==> config.mk <==
export PLATFORM = sky130hd
export DESIGN_NAME = irled_pwm_seq
export DESIGN_NICKNAME = d
export VERILOG_FILES = /design/src/rtl/irled_pkg.sv /design/src/rtl/irled_carrier_gen.sv /design/src/rtl/irled_pwm_seq.sv
export SDC_FILE = /design/constraint.sdc
export NUM_CORES = 1
export LEC_CHECK = 0
export CORE_UTILIZATION = 45
export CTS_CLUSTER_SIZE = 40
export DETAILED_ROUTE_END_ITERATION = 7
export PLACE_DENSITY = 0.66
export RECOVER_POWER = 50
export REMOVE_ABC_BUFFERS = 1
export SLEW_MARGIN = 0
export SYNTH_ARGS = -nofsm -noshare
export SYNTH_HDL_FRONTEND = slang
export SYNTH_SLANG_ARGS = --single-unit
==> constraint.sdc <==
create_clock -name clk -period 18.3 [get_ports clk]
set_clock_uncertainty 0.1 [all_clocks]
set_input_delay 3.66 -clock clk [delete_from_list [all_inputs] [get_ports clk]]
set_output_delay 3.66 -clock clk [all_outputs]
set_load 0.02 [all_outputs]
==> src/rtl/irled_pkg.sv <==
// Shared types and constants for the IR LED PWM sequencer.
// Holds the FSM state encoding, the segment record and the ramp step helper.
package irled_pkg;

    // Width of the drive-current select code.
    localparam int CBIT_W = 10;

    // Segment length storage width; the DUR_W parameter of the top must not exceed this.
    localparam int SEG_LEN_MAX_W = 32;

    typedef enum logic [1:0] {
        IDLE  = 2'd0,
        WARM  = 2'd1,
        RUN   = 2'd2,
        STALL = 2'd3
    } irled_state_e;

    // One mark/space segment as held in the holding register and the active slot.
    typedef struct packed {
        logic                     mark;
        logic [SEG_LEN_MAX_W-1:0] len;
        logic                     last;
    } irled_seg_t;

    // Soft-start ramp: fill one more current bit from the bottom, saturating at all ones.
    function automatic logic [CBIT_W-1:0] ramp_step(input logic [CBIT_W-1:0] r);
        return {r[CBIT_W-2:0], 1'b1};
    endfunction

endpackage

==> src/rtl/irled_carrier_gen.sv <==
// Carrier period/duty counter for the IR LED sequencer.
// The counter runs 0..P-1 (P = max(cfg_period,1)) while run is high and sits at 0
// otherwise. Period and duty are taken live at cnt==0 and frozen for the rest of
// the period so that register writes never produce a partial carrier pulse.
module irled_carrier_gen #(
    parameter int CNT_W = 16
) (
    input  logic             clk,
    input  logic             rst,
    input  logic             run,
    input  logic [CNT_W-1:0] cfg_period,
    input  logic [CNT_W-1:0] cfg_duty,
    output logic             carrier,
    output logic             wrap
);

    localparam logic [CNT_W-1:0] ONE = CNT_W'(1);

    logic [CNT_W-1:0] cnt;
    logic [CNT_W-1:0] p_lat;
    logic [CNT_W-1:0] d_lat;
    logic [CNT_W-1:0] p_live;
    logic [CNT_W-1:0] p_eff;
    logic [CNT_W-1:0] d_eff;

    // Effective period/duty: live values at the start of a period, latched copies afterwards.
    always_comb begin
        p_live  = (cfg_period == '0) ? ONE : cfg_period;
        p_eff   = (cnt == '0) ? p_live : p_lat;
        d_eff   = (cnt == '0) ? cfg_duty : d_lat;
        carrier = (cnt < d_eff);
        wrap    = run && (cnt == (p_eff - ONE));
    end

    // Period counter and the configuration snapshot taken at cnt==0.
    always_ff @(posedge clk) begin
        if (rst) begin
            cnt   <= '0;
            p_lat <= '0;
            d_lat <= '0;
        end else begin
            if (!run || wrap) begin
                cnt <= '0;
            end else begin
                cnt <= cnt + ONE;
            end
            if (run && (cnt == '0)) begin
                p_lat <= p_live;
                d_lat <= cfg_duty;
            end
        end
    end

endmodule

==> src/rtl/irled_pwm_seq.sv <==
// IR LED PWM sequencer: turns a stream of mark/space segments into the gated
// carrier, the bias enable and the drive-current code for the IR pad driver.
// Optional build macro: IRLED_SOFTSTART_EN (drive current ramps up one bit per
// carrier period after warm-up instead of jumping straight to cfg_strength).
//
// Segment handshake: seg_ready = enable & !hold_valid. A segment is transferred on
// any rising clk edge where seg_valid & seg_ready are both high; the producer must
// hold seg_mark/seg_len/seg_last stable while seg_valid is high and not yet taken.
module irled_pwm_seq
    import irled_pkg::*;
#(
    parameter int CNT_W    = 16,
    parameter int DUR_W    = 16,
    parameter int WARM_CYC = 64
) (
    input  logic              clk,
    input  logic              rst,
    input  logic              enable,
    input  logic [CNT_W-1:0]  cfg_period,
    input  logic [CNT_W-1:0]  cfg_duty,
    input  logic [CBIT_W-1:0] cfg_strength,
    input  logic              seg_valid,
    output logic              seg_ready,
    input  logic              seg_mark,
    input  logic [DUR_W-1:0]  seg_len,
    input  logic              seg_last,
    output logic              ir_pwm,
    output logic              irled_en,
    output logic [CBIT_W-1:0] cbit_ir,
    output logic              busy,
    output logic              done,
    output logic              underrun
);

    localparam int WARM_W = (WARM_CYC > 1) ? $clog2(WARM_CYC) : 1;
    localparam logic [WARM_W-1:0] WARM_LAST = WARM_W'(WARM_CYC - 1);
    localparam logic [SEG_LEN_MAX_W-1:0] LEN_ONE = SEG_LEN_MAX_W'(1);

    irled_state_e state;
    irled_state_e state_nxt;
    irled_state_e pop_state;

    logic              hold_valid;
    irled_seg_t        hold;
    irled_seg_t        act;
    logic [WARM_W-1:0] warm_cnt;
    logic              enable_q;

    logic              run;
    logic              carrier;
    logic              wrap;
    logic              push;
    logic              pop;
    logic              pop_done;
    logic              seg_end;
    logic              done_nxt;
    logic              underrun_set;
    logic [CBIT_W-1:0] cbit_mask;

    assign seg_ready = enable && !hold_valid;
    assign push      = seg_valid && seg_ready;
    assign run       = enable && (state == RUN);
    assign seg_end   = (state == RUN) && wrap && (act.len == LEN_ONE);

    irled_carrier_gen #(
        .CNT_W(CNT_W)
    ) u_carrier (
        .clk       (clk),
        .rst       (rst),
        .run       (run),
        .cfg_period(cfg_period),
        .cfg_duty  (cfg_duty),
        .carrier   (carrier),
        .wrap      (wrap)
    );

    // Where a pop from the holding register leads: a zero-length segment is
    // discarded on the spot, finishing the frame if it is the last one and
    // otherwise waiting in STALL for the next segment.
    always_comb begin
        if (hold.len != '0) begin
            pop_state = RUN;
            pop_done  = 1'b0;
        end else if (hold.last) begin
            pop_state = IDLE;
            pop_done  = 1'b1;
        end else begin
            pop_state = STALL;
            pop_done  = 1'b0;
        end
    end

    // Next-state decisions: pops, frame completion and underrun detection.
    always_comb begin
        state_nxt    = state;
        pop          = 1'b0;
        done_nxt     = 1'b0;
        underrun_set = 1'b0;
        case (state)
            IDLE: begin
                if (hold_valid) begin
                    state_nxt = WARM;
                end
            end
            WARM: begin
                if (warm_cnt == WARM_LAST) begin
                    pop       = 1'b1;
                    state_nxt = pop_state;
                    done_nxt  = pop_done;
                end
            end
            RUN: begin
                if (seg_end) begin
                    if (act.last) begin
                        done_nxt  = 1'b1;
                        state_nxt = IDLE;
                    end else if (hold_valid) begin
                        pop       = 1'b1;
                        state_nxt = pop_state;
                        done_nxt  = pop_done;
                    end else begin
                        underrun_set = 1'b1;
                        state_nxt    = STALL;
                    end
                end
            end
            STALL: begin
                if (hold_valid) begin
                    pop       = 1'b1;
                    state_nxt = pop_state;
                    done_nxt  = pop_done;
                end
            end
            default: state_nxt = IDLE;
        endcase
        // Dropping enable abandons the frame silently from any state.
        if (!enable) begin
            state_nxt    = IDLE;
            pop          = 1'b0;
            done_nxt     = 1'b0;
            underrun_set = 1'b0;
        end
    end

`ifdef IRLED_SOFTSTART_EN
    logic [CBIT_W-1:0] ramp;
    logic [CBIT_W-1:0] ramp_nxt;

    // Ramp restarts at one bit on entry to WARM and gains a bit per carrier wrap.
    always_comb begin
        ramp_nxt = ramp;
        if ((state_nxt == WARM) && (state != WARM)) begin
            ramp_nxt = CBIT_W'(1);
        end else if ((state == RUN) && wrap) begin
            ramp_nxt = ramp_step(ramp);
        end
    end

    // Ramp register.
    always_ff @(posedge clk) begin
        if (rst) begin
            ramp <= '0;
        end else begin
            ramp <= ramp_nxt;
        end
    end

    assign cbit_mask = ramp_nxt;
`else
    assign cbit_mask = '1;
`endif

    // FSM state, holding register, active segment and all registered outputs.
    always_ff @(posedge clk) begin
        if (rst) begin
            state      <= IDLE;
            hold_valid <= 1'b0;
            hold       <= '0;
            act        <= '0;
            warm_cnt   <= '0;
            enable_q   <= 1'b0;
            ir_pwm     <= 1'b0;
            irled_en   <= 1'b0;
            cbit_ir    <= '0;
            busy       <= 1'b0;
            done       <= 1'b0;
            underrun   <= 1'b0;
        end else begin
            state    <= state_nxt;
            enable_q <= enable;
            done     <= done_nxt;

            // A push always wins over a pop so the new segment is kept.
            if (!enable) begin
                hold_valid <= 1'b0;
            end else if (push) begin
                hold_valid <= 1'b1;
            end else if (pop) begin
                hold_valid <= 1'b0;
            end
            if (push) begin
                hold <= '{mark: seg_mark, len: SEG_LEN_MAX_W'(seg_len), last: seg_last};
            end

            // Remaining length counts down at each wrap; it is checked for 1
            // before decrementing so it never goes below 1 while active.
            if (pop) begin
                act <= hold;
            end else if ((state == RUN) && wrap && (act.len > LEN_ONE)) begin
                act.len <= act.len - LEN_ONE;
            end

            if ((state == WARM) && (state_nxt == WARM)) begin
                warm_cnt <= warm_cnt + WARM_W'(1);
            end else begin
                warm_cnt <= '0;
            end

            if (underrun_set) begin
                underrun <= 1'b1;
            end else if (enable && !enable_q) begin
                underrun <= 1'b0;
            end

            ir_pwm   <= run && carrier && act.mark;
            irled_en <= (state_nxt != IDLE);
            busy     <= (state_nxt != IDLE);
            cbit_ir  <= (state_nxt == IDLE) ? '0 : (cfg_strength & cbit_mask);
        end
    end

endmodule

### Word level (Yosys, flattened, before mapping)

Cells that the tools add are included.

* shift-type cells: 0
* reduce and logical (&&, ||, !) cells: 29
* $add $sub $neg: 4
* order comparisons: 2
* bitwise logic cells: 2
* multiplexer cells: 37
* $mul: 0
* divide/modulo/power cells: 0
* equality and inequality tests: 7

Operators with widths (count)
* 32-bit two-way mux: 2
* 16-bit two-way mux: 3
* 32-bit by 1-bit == test with 1-bit output, second input constant: 1
* 32-bit by 1-bit > comparator with 1-bit output, second input constant: 1
* 16-bit zero test: 2
* 32-bit nonzero test: 1
* 32-bit by 1-bit subtractor with 32-bit output, second input constant: 1
* 1-bit two-way mux: 20
* 2-bit two-way mux: 9
* 16-bit by 1-bit adder with 16-bit output, second input constant: 1
* 16-bit == test: 1
* 16-bit < comparator: 1
* 16-bit by 1-bit subtractor with 16-bit output, second input constant: 1
* 1-bit logical AND: 12
* 2-bit one-hot mux with 4 select lines: 1
* 2-bit nonzero test: 4
* 2-bit OR reduction: 4
* 6-bit by 1-bit adder with 6-bit output, second input constant: 1
* 6-bit == test, second input constant: 1
* 1-bit one-hot mux with 3 select lines: 2
* 2-bit by 1-bit == test with 1-bit output, second input constant: 2
* 2-bit == test, second input constant: 2
* 2-bit zero test: 2
* 1-bit zero test: 3
* other kinds (2): 3

* input port bits: 64
* output and inout port bits: 16
* bits in registers: 124
* bits in writable memories: 0
* ROM bits: 0
* latch bits: 0
* word-level logic and storage cells: 99
* memories: 0

### Logic depth before layout (Yosys ltp)

* word-level depth: 15
* gate-level depth with buffers: 24
* mapped depth without buffers: 17

### By module

From an unflattened synthesis, not the netlist that was laid out.

* cell total of the unflattened synthesis: 848
* area total of the unflattened synthesis: 7034.2 um^2

By module, submodules not included
* irled_carrier_gen: cells an instance 448, sequential area each 960.9 um^2, area each 3535.9 um^2, instances 1
* irled_pwm_seq: cells an instance 400, sequential area each 1521.5 um^2, area each 3498.4 um^2, instances 1

### Least setup slack after synthesis

OpenSTA, ideal clock, no wires.

* path type: input to register
* start point: input port cfg_period[5]
* end point: register act[20] in the netlist's numbering
* buffers on the path: 3
* arrival time: 8.136 ns
* library setup time: 0.072 ns
* required time: 18.128 ns
* path slack: 9.992 ns
* stages on the path: 18
* cell sequence: nor4_1 > nand4_1 > a31oi_1 > inv_1 > ha_1 > clkbuf_2 > or4b_2 > o31a_1 > nor3_1 > or3_1 > a22o_1 > or4_1 > or4_4 > buf_6 > or2_1 > buf_6 > a2111oi_4 > mux2i_1

* cells in the longest elaborated chain, start to end: 12
* elaborated cells on any way between the ends: 14
* those cells by class: add/sub (1); eq/ne (1); mux (6); reduce/logical (6)

Ends and longest elaborated chain
* start, declared: RTL line irled_pwm_seq.sv:19 `input logic [CNT_W-1:0] cfg_period,`
* 16-bit zero test: RTL line irled_carrier_gen.sv:28 `p_live = (cfg_period == '0) ? ONE : cfg_period;`
* 16-bit two-way mux *: RTL line irled_carrier_gen.sv:28
* 16-bit two-way mux *: RTL line irled_carrier_gen.sv:29 `p_eff = (cnt == '0) ? p_live : p_lat;`
* 16-bit by 1-bit subtractor with 16-bit output *: RTL line irled_carrier_gen.sv:32 `wrap = run && (cnt == (p_eff - ONE));`
* 16-bit == test *: RTL line irled_carrier_gen.sv:32
* 1-bit logical AND *: RTL line irled_carrier_gen.sv:32
* 1-bit logical AND *: RTL line irled_pwm_seq.sv:63, irled_pwm_seq.sv:209
* 1-bit logical AND: RTL line irled_pwm_seq.sv:63 `assign seg_end = (state == RUN) && wrap && (act.len == LEN_ONE);`
* 1-bit two-way mux: RTL line irled_pwm_seq.sv:113 `if (seg_end) begin`
* 1-bit one-hot mux with 3 select lines: RTL line irled_pwm_seq.sv:99 `case (state)`
* 1-bit two-way mux: RTL line irled_pwm_seq.sv:137 `if (!enable) begin`
* 32-bit two-way mux or 2-bit nonzero test (tied branches)
* end signal, assigned: RTL line irled_pwm_seq.sv:208 `act <= hold;`
* end, declared: RTL line irled_pwm_seq.sv:45 `irled_seg_t act;`

Every way passes the cells marked *; elsewhere a longest branch is shown, timed or not.
A chain may end at the register's enable or synchronous reset.

### Worst setup path after layout

* start point: input port cfg_period[5]
* end point: register act[17] in the netlist's numbering

Same word-level chain as after synthesis.

==> impl_metrics.prom <==
# TYPE chip_impl_metric gauge
chip_impl_metric{name="drt-pass1-iter-count",unit=""} 7
chip_impl_info{name="cpMaxStageDelayCell",value="sky130_fd_sc_hd__or4_1"} 1
chip_impl_metric{name="detail_route.drc_violations",unit=""} 0
chip_impl_metric{name="height_of_the_die",unit="um"} 125
chip_impl_metric{name="core_area",unit="mm^2"} 0.0147
chip_impl_metric{name="via_count",unit=""} 6246
chip_impl_metric{name="timing.critical_path.arrival",unit="ps"} 9950
chip_impl_metric{name="cts_setup_buffers",unit=""} 0
chip_impl_info{name="worst_r2r_startpoint",value="u_carrier.cnt[0]$_SDFF_PP0_"} 1
chip_impl_info{name="failed_checks",value="capacitance limit, slew limit"} 1
chip_impl_metric{name="total_die_area",unit="mm^2"} 0.0157
chip_impl_info{name="netlist.top_cell.by_area",value="sky130_fd_sc_hd__dfxtp_1"} 1
chip_impl_metric{name="synthesized_area",unit="mm^2"} 0.00685
chip_impl_info{name="synth_top_family_by_area",value="simple AND/OR/NAND/NOR gates"} 1
chip_impl_metric{name="largest_net_degree_at_the_start_of_global_routing",unit=""} 65
chip_impl_metric{name="cts-hold-fix-buffers",unit=""} 0
chip_impl_metric{name="power.internal",unit="W"} 0.000504
chip_impl_metric{name="worst-slew-pin-transition",unit="ps"} 3080
chip_impl_metric{name="xor_xnor_cell_area_share_of_the_yosys_netlist",unit="%"} 6.14
chip_impl_metric{name="hold-path-cell-count",unit=""} 2
chip_impl_info{name="crit_path_frequent_cell",value="sky130_fd_sc_hd__or4_1"} 1
chip_impl_metric{name="drive_above_1_share",unit="%"} 6.05
chip_impl_metric{name="p_clk_share",unit="%"} 51.4
chip_impl_info{name="critical_path_class",value="in2reg"} 1
chip_impl_metric{name="grt_first_pass_wirelength",unit="um"} 28600
chip_impl_metric{name="vias_per_cell",unit=""} 5.63
chip_impl_metric{name="io_buffer_count",unit=""} 79
chip_impl_metric{name="grt_overflow_total",unit=""} 0
chip_impl_metric{name="critical_path_required",unit="ps"} 18550
chip_impl_metric{name="reg_to_reg_slack_setup",unit="ps"} 11150
chip_impl_metric{name="postSynthCellCount",unit=""} 856
chip_impl_info{name="ys_dominant_reg_cell",value="sky130_fd_sc_hd__dfxtp_1"} 1
chip_impl_metric{name="cts_resized",unit=""} 0
chip_impl_info{name="clock_tree_from_tritoncts",value="yes"} 1
chip_impl_metric{name="combinational_fraction_of_design_power",unit="%"} 6.8
chip_impl_metric{name="fin_worst_hold_slack",unit="ps"} 352
chip_impl_metric{name="drt-initial-drc-count",unit=""} 525
chip_impl_info{name="grt_setup_unrepaired",value="no"} 1
chip_impl_info{name="run_status",value="complete, but fails checks"} 1
chip_impl_metric{name="post_synth_edffs",unit=""} 0
chip_impl_metric{name="cellLeakagePower",unit="nW"} 3.21
chip_impl_metric{name="synth_sequential_area_ratio",unit="%"} 36.2
chip_impl_info{name="worst_hold_path.endpoint",value="u_carrier.d_lat[12]$_SDFFE_PP0P_"} 1
chip_impl_metric{name="worst_ir_drop_vdd",unit="mV"} 0.0609
chip_impl_metric{name="post-synth-top-area-fraction",unit="%"} 36.2
chip_impl_metric{name="setup-tns-final",unit="ps"} 0
chip_impl_metric{name="cts_buffers",unit=""} 17
chip_impl_info{name="cp_top_family",value="simple AND/OR/NAND/NOR gates"} 1
chip_impl_metric{name="relSlewSlack",unit="%"} -105
chip_impl_metric{name="wl",unit="um"} 17200
chip_impl_metric{name="cts.sinks",unit=""} 124
chip_impl_info{name="synthTopCellsByArea",value="sky130_fd_sc_hd__dfxtp_1, sky130_fd_sc_hd__nand2_1, sky130_fd_sc_hd__a21oi_1"} 1
chip_impl_metric{name="gpl.final_weighted_congestion",unit=""} 0.889
chip_impl_info{name="endpoint_class_of_the_critical_path",value="flop"} 1
chip_impl_metric{name="sw_frac_of_total",unit="%"} 23.4
chip_impl_metric{name="synth-simple-area-share",unit="%"} 27.4
chip_impl_metric{name="vias_in_the_first_global_route",unit=""} 5729
chip_impl_metric{name="place_worst_setup_slack",unit="ps"} 8560
chip_impl_metric{name="achievable-frequency",unit="MHz"} 103
chip_impl_info{name="timing.hold.worst.class",value="reg2reg"} 1
chip_impl_metric{name="hpwl",unit="um"} 11900
chip_impl_metric{name="synth.avg_cell_area",unit="um^2"} 8.00
chip_impl_metric{name="seqPwrFrac",unit="%"} 41.8
chip_impl_metric{name="synth-async-reset-ratio",unit="%"} 0
chip_impl_info{name="reg2reg_to",value="act[17]$_SDFFE_PP0P_"} 1
chip_impl_metric{name="hold_violations",unit=""} 0
chip_impl_metric{name="worst-path-buf-inv",unit=""} 2
chip_impl_metric{name="worst-r2r-cell-count",unit=""} 17
chip_impl_metric{name="nets_finish",unit=""} 998
chip_impl_metric{name="worst_skew_pair.late_latency",unit="ps"} 420
chip_impl_metric{name="synthesized_area_fraction_occupied_by_ao_oa_aoi_and_oai_cells",unit="%"} 15.9
chip_impl_metric{name="clkSlewWorstSetupHoldPaths",unit="ps"} 60
chip_impl_metric{name="clock_tree.buffer_depth",unit=""} 2
chip_impl_info{name="type_of_origin_of_the_critical_path",value="primary input"} 1
chip_impl_metric{name="fin_util",unit="%"} 56.4
chip_impl_metric{name="initial_util",unit="%"} 46.6
chip_impl_metric{name="wl_per_cell",unit="um"} 15.5
chip_impl_metric{name="dieWidth",unit="um"} 125
chip_impl_metric{name="antenna_found_initial",unit=""} 0
chip_impl_metric{name="antenna_cells_inserted",unit=""} 0
chip_impl_metric{name="synth-seq-cells",unit=""} 124
chip_impl_metric{name="yosys.cell_types.count",unit=""} 67
chip_impl_metric{name="worst_path_largest_cell_delay",unit="ps"} 830
chip_impl_metric{name="groute.usage.overall",unit="%"} 22.5
chip_impl_metric{name="final-setup-viol-count",unit=""} 0
chip_impl_metric{name="level_count_of_the_clock_h_tree",unit=""} 4
chip_impl_metric{name="worstPathMaxFanout",unit=""} 18
chip_impl_metric{name="synthesis.yosys.warnings",unit=""} 0
chip_impl_metric{name="boundaryPins",unit=""} 80
chip_impl_metric{name="power_per_cell_area",unit="mW/mm^2"} 79.4
chip_impl_metric{name="final-max-slew-violation-count",unit=""} 65
chip_impl_metric{name="finalCriticalPeriod",unit="ps"} 9710
chip_impl_metric{name="worst_slack",unit="ps"} 8590
chip_impl_metric{name="ant_nets",unit=""} 0
chip_impl_metric{name="min_period_over_period",unit="%"} 53.0
chip_impl_info{name="cts.root.buffer_cell",value="sky130_fd_sc_hd__clkbuf_16"} 1
chip_impl_metric{name="placement_rows",unit=""} 44
chip_impl_metric{name="switching_power",unit="W"} 0.000154
chip_impl_metric{name="areaGrowthSynthToFinish",unit="%"} 21.0
chip_impl_metric{name="synth-adder-area-share",unit="%"} 3.84
chip_impl_metric{name="synth.mux.area_fraction",unit="%"} 5.57
chip_impl_info{name="min_from",value="u_carrier.d_lat[12]$_SDFFE_PP0P_"} 1
chip_impl_metric{name="maxCapViolCount",unit=""} 1
chip_impl_info{name="cell_by_cell_listing_of_the_critical_path",value="dlygate4sd3_1, nor4_1, nand4_1, a31oi_1, inv_1, ha_1, or4b_2, o31a_1, nor3_1, or3_1, a22o_1, or4_1, or4_1, or2_1, a2111oi_4, mux2i_1"} 1
chip_impl_metric{name="number_of_fillers_in_the_final_layout",unit=""} 1369
[area by class of cell]
class / instances / area [um^2] / area share, %
Clock buffer: 20 / 457 / 5.51
Clock inverter: 12 / 138 / 1.66
Inverter: 35 / 131 / 1.59
Multi-Input combinational cell: 652 / 4030 / 48.7
Sequential cell: 124 / 2480 / 30.0
Tap cell: 184 / 230 / 2.78
Timing Repair Buffer: 83 / 812 / 9.80
[power groups by stage]
stage          sequential, W  combinational [W]  clock [W]
3_5_place_dp        0.000281          0.0000447          0
4_1_cts             0.000275          0.0000450   0.000342
2_1_floorplan       0.000280          0.0000196          0
3_3_place_gp        0.000281          0.0000442          0
6_report            0.000275          0.0000448   0.000338
5_1_grt             0.000275          0.0000493   0.000357
[placed cells by master, fill, tap and decap left out, types with 6 or more instances in the layout]
cell and instances:
sky130_fd_sc_hd__nand4_1 18, sky130_fd_sc_hd__ha_1 21, sky130_fd_sc_hd__nor2_1 68, sky130_fd_sc_hd__nand2b_1 19, sky130_fd_sc_hd__dlygate4sd3_1 16, sky130_fd_sc_hd__nor2b_1 7
sky130_fd_sc_hd__nand2_1 139, sky130_fd_sc_hd__nand3_1 17, sky130_fd_sc_hd__or3_1 14, sky130_fd_sc_hd__xor2_1 16, sky130_fd_sc_hd__nor4_1 21, sky130_fd_sc_hd__a211oi_1 10
sky130_fd_sc_hd__clkdlybuf4s50_1 62, sky130_fd_sc_hd__a21oi_1 79, sky130_fd_sc_hd__dfxtp_1 124, sky130_fd_sc_hd__o21ai_0 22, sky130_fd_sc_hd__nor3_1 28, sky130_fd_sc_hd__mux2i_1 37
sky130_fd_sc_hd__inv_1 35, sky130_fd_sc_hd__xnor2_1 32, sky130_fd_sc_hd__and3_1 6, sky130_fd_sc_hd__clkbuf_16 17, sky130_fd_sc_hd__or4_1 12
[cell usage after synthesis, drive strengths merged (2+ instances only)]
library cell    n
o41ai           4
or3            14
dfxtp         124
o21a            4
o211ai          3
inv            35
nand4b          2
a211oi         11
and2            5
nand4          18
a22oi           3
and3            7
clkbuf         32
a31oi           3
a31o            3
xnor2          32
nor2b           7
a21oi          80
or4            13
nand2b         19
or2             3
nor4           24
o31ai           2
nand3          17
ha             21
o22ai           3
nor4b           2
o31a            3
a41oi           2
nand2         139
a21o            3
o21ai          23
mux2i          37
and4            3
o2111ai         5
nor2           70
a2111oi         7
nor3b           5
xor2           16
nor3           28
buf            13
[worst max-delay path by stage]
stage | from | end | slack [ps] | cells after the start
floorplan | cfg_period[5] | act[20]$_SDFFE_PP0P_ | 9690 | 15
global placement | cfg_period[4] | act[24]$_SDFFE_PP0P_ | 8750 | 16
detailed placement | cfg_period[5] | act[24]$_SDFFE_PP0P_ | 8560 | 16
CTS | cfg_period[5] | act[17]$_SDFFE_PP0P_ | 8960 | 16
global route | cfg_period[5] | act[24]$_SDFFE_PP0P_ | 8230 | 16
finish | cfg_period[5] | act[17]$_SDFFE_PP0P_ | 8590 | 16
[worst register-to-register path, delay by kind of cell, from the launching register on]
family | cells | cell delay (ps)
compound gates | 5 | 1380
buf+inv | 2 | 250
flops | 1 | 350
fa+ha+maj | 2 | 470
simple gates | 7 | 4290
mux | 1 | 230
[state kept, by name (all words and copies together), names as in the netlist, 2 cells and up]
| register | cells |
|---|---|
| warm_cnt | 6 |
| u_carrier.cnt | 16 |
| u_carrier.d_lat | 16 |
| act | 34 |
| u_carrier.p_lat | 16 |
| state | 2 |
| cbit_ir | 10 |
| hold | 18 |
[routing by layer]
layer / GRT usage [%] / vias to the layer above / share of wire, %
met3: 5.95 / 18 / 6.6
met5: 0 / - / 0
met1: 31.9 / 2892 / 50
met4: 6.53 / 0 / 0.95
met2: 33.2 / 192 / 42
li1: - / 3144 / -
[cells by family after synthesis]
kind of cell | after synthesis
simple gates | 379
compound gates | 166
flops | 124
buf+inv | 80
xor+xnor | 48
mux | 38
fa+ha+maj | 21
[through the flow]
stage          power [W]  area [um^2]  std cells
6_report        0.000658         8280       1110
5_1_grt         0.000681         8280       1110
4_1_cts         0.000662         8290       1110
3_5_place_dp    0.000325         7700       1078
3_3_place_gp    0.000325         7700       1078
2_1_floorplan   0.000300         6640        811
(Power assumes the default switching activity.)
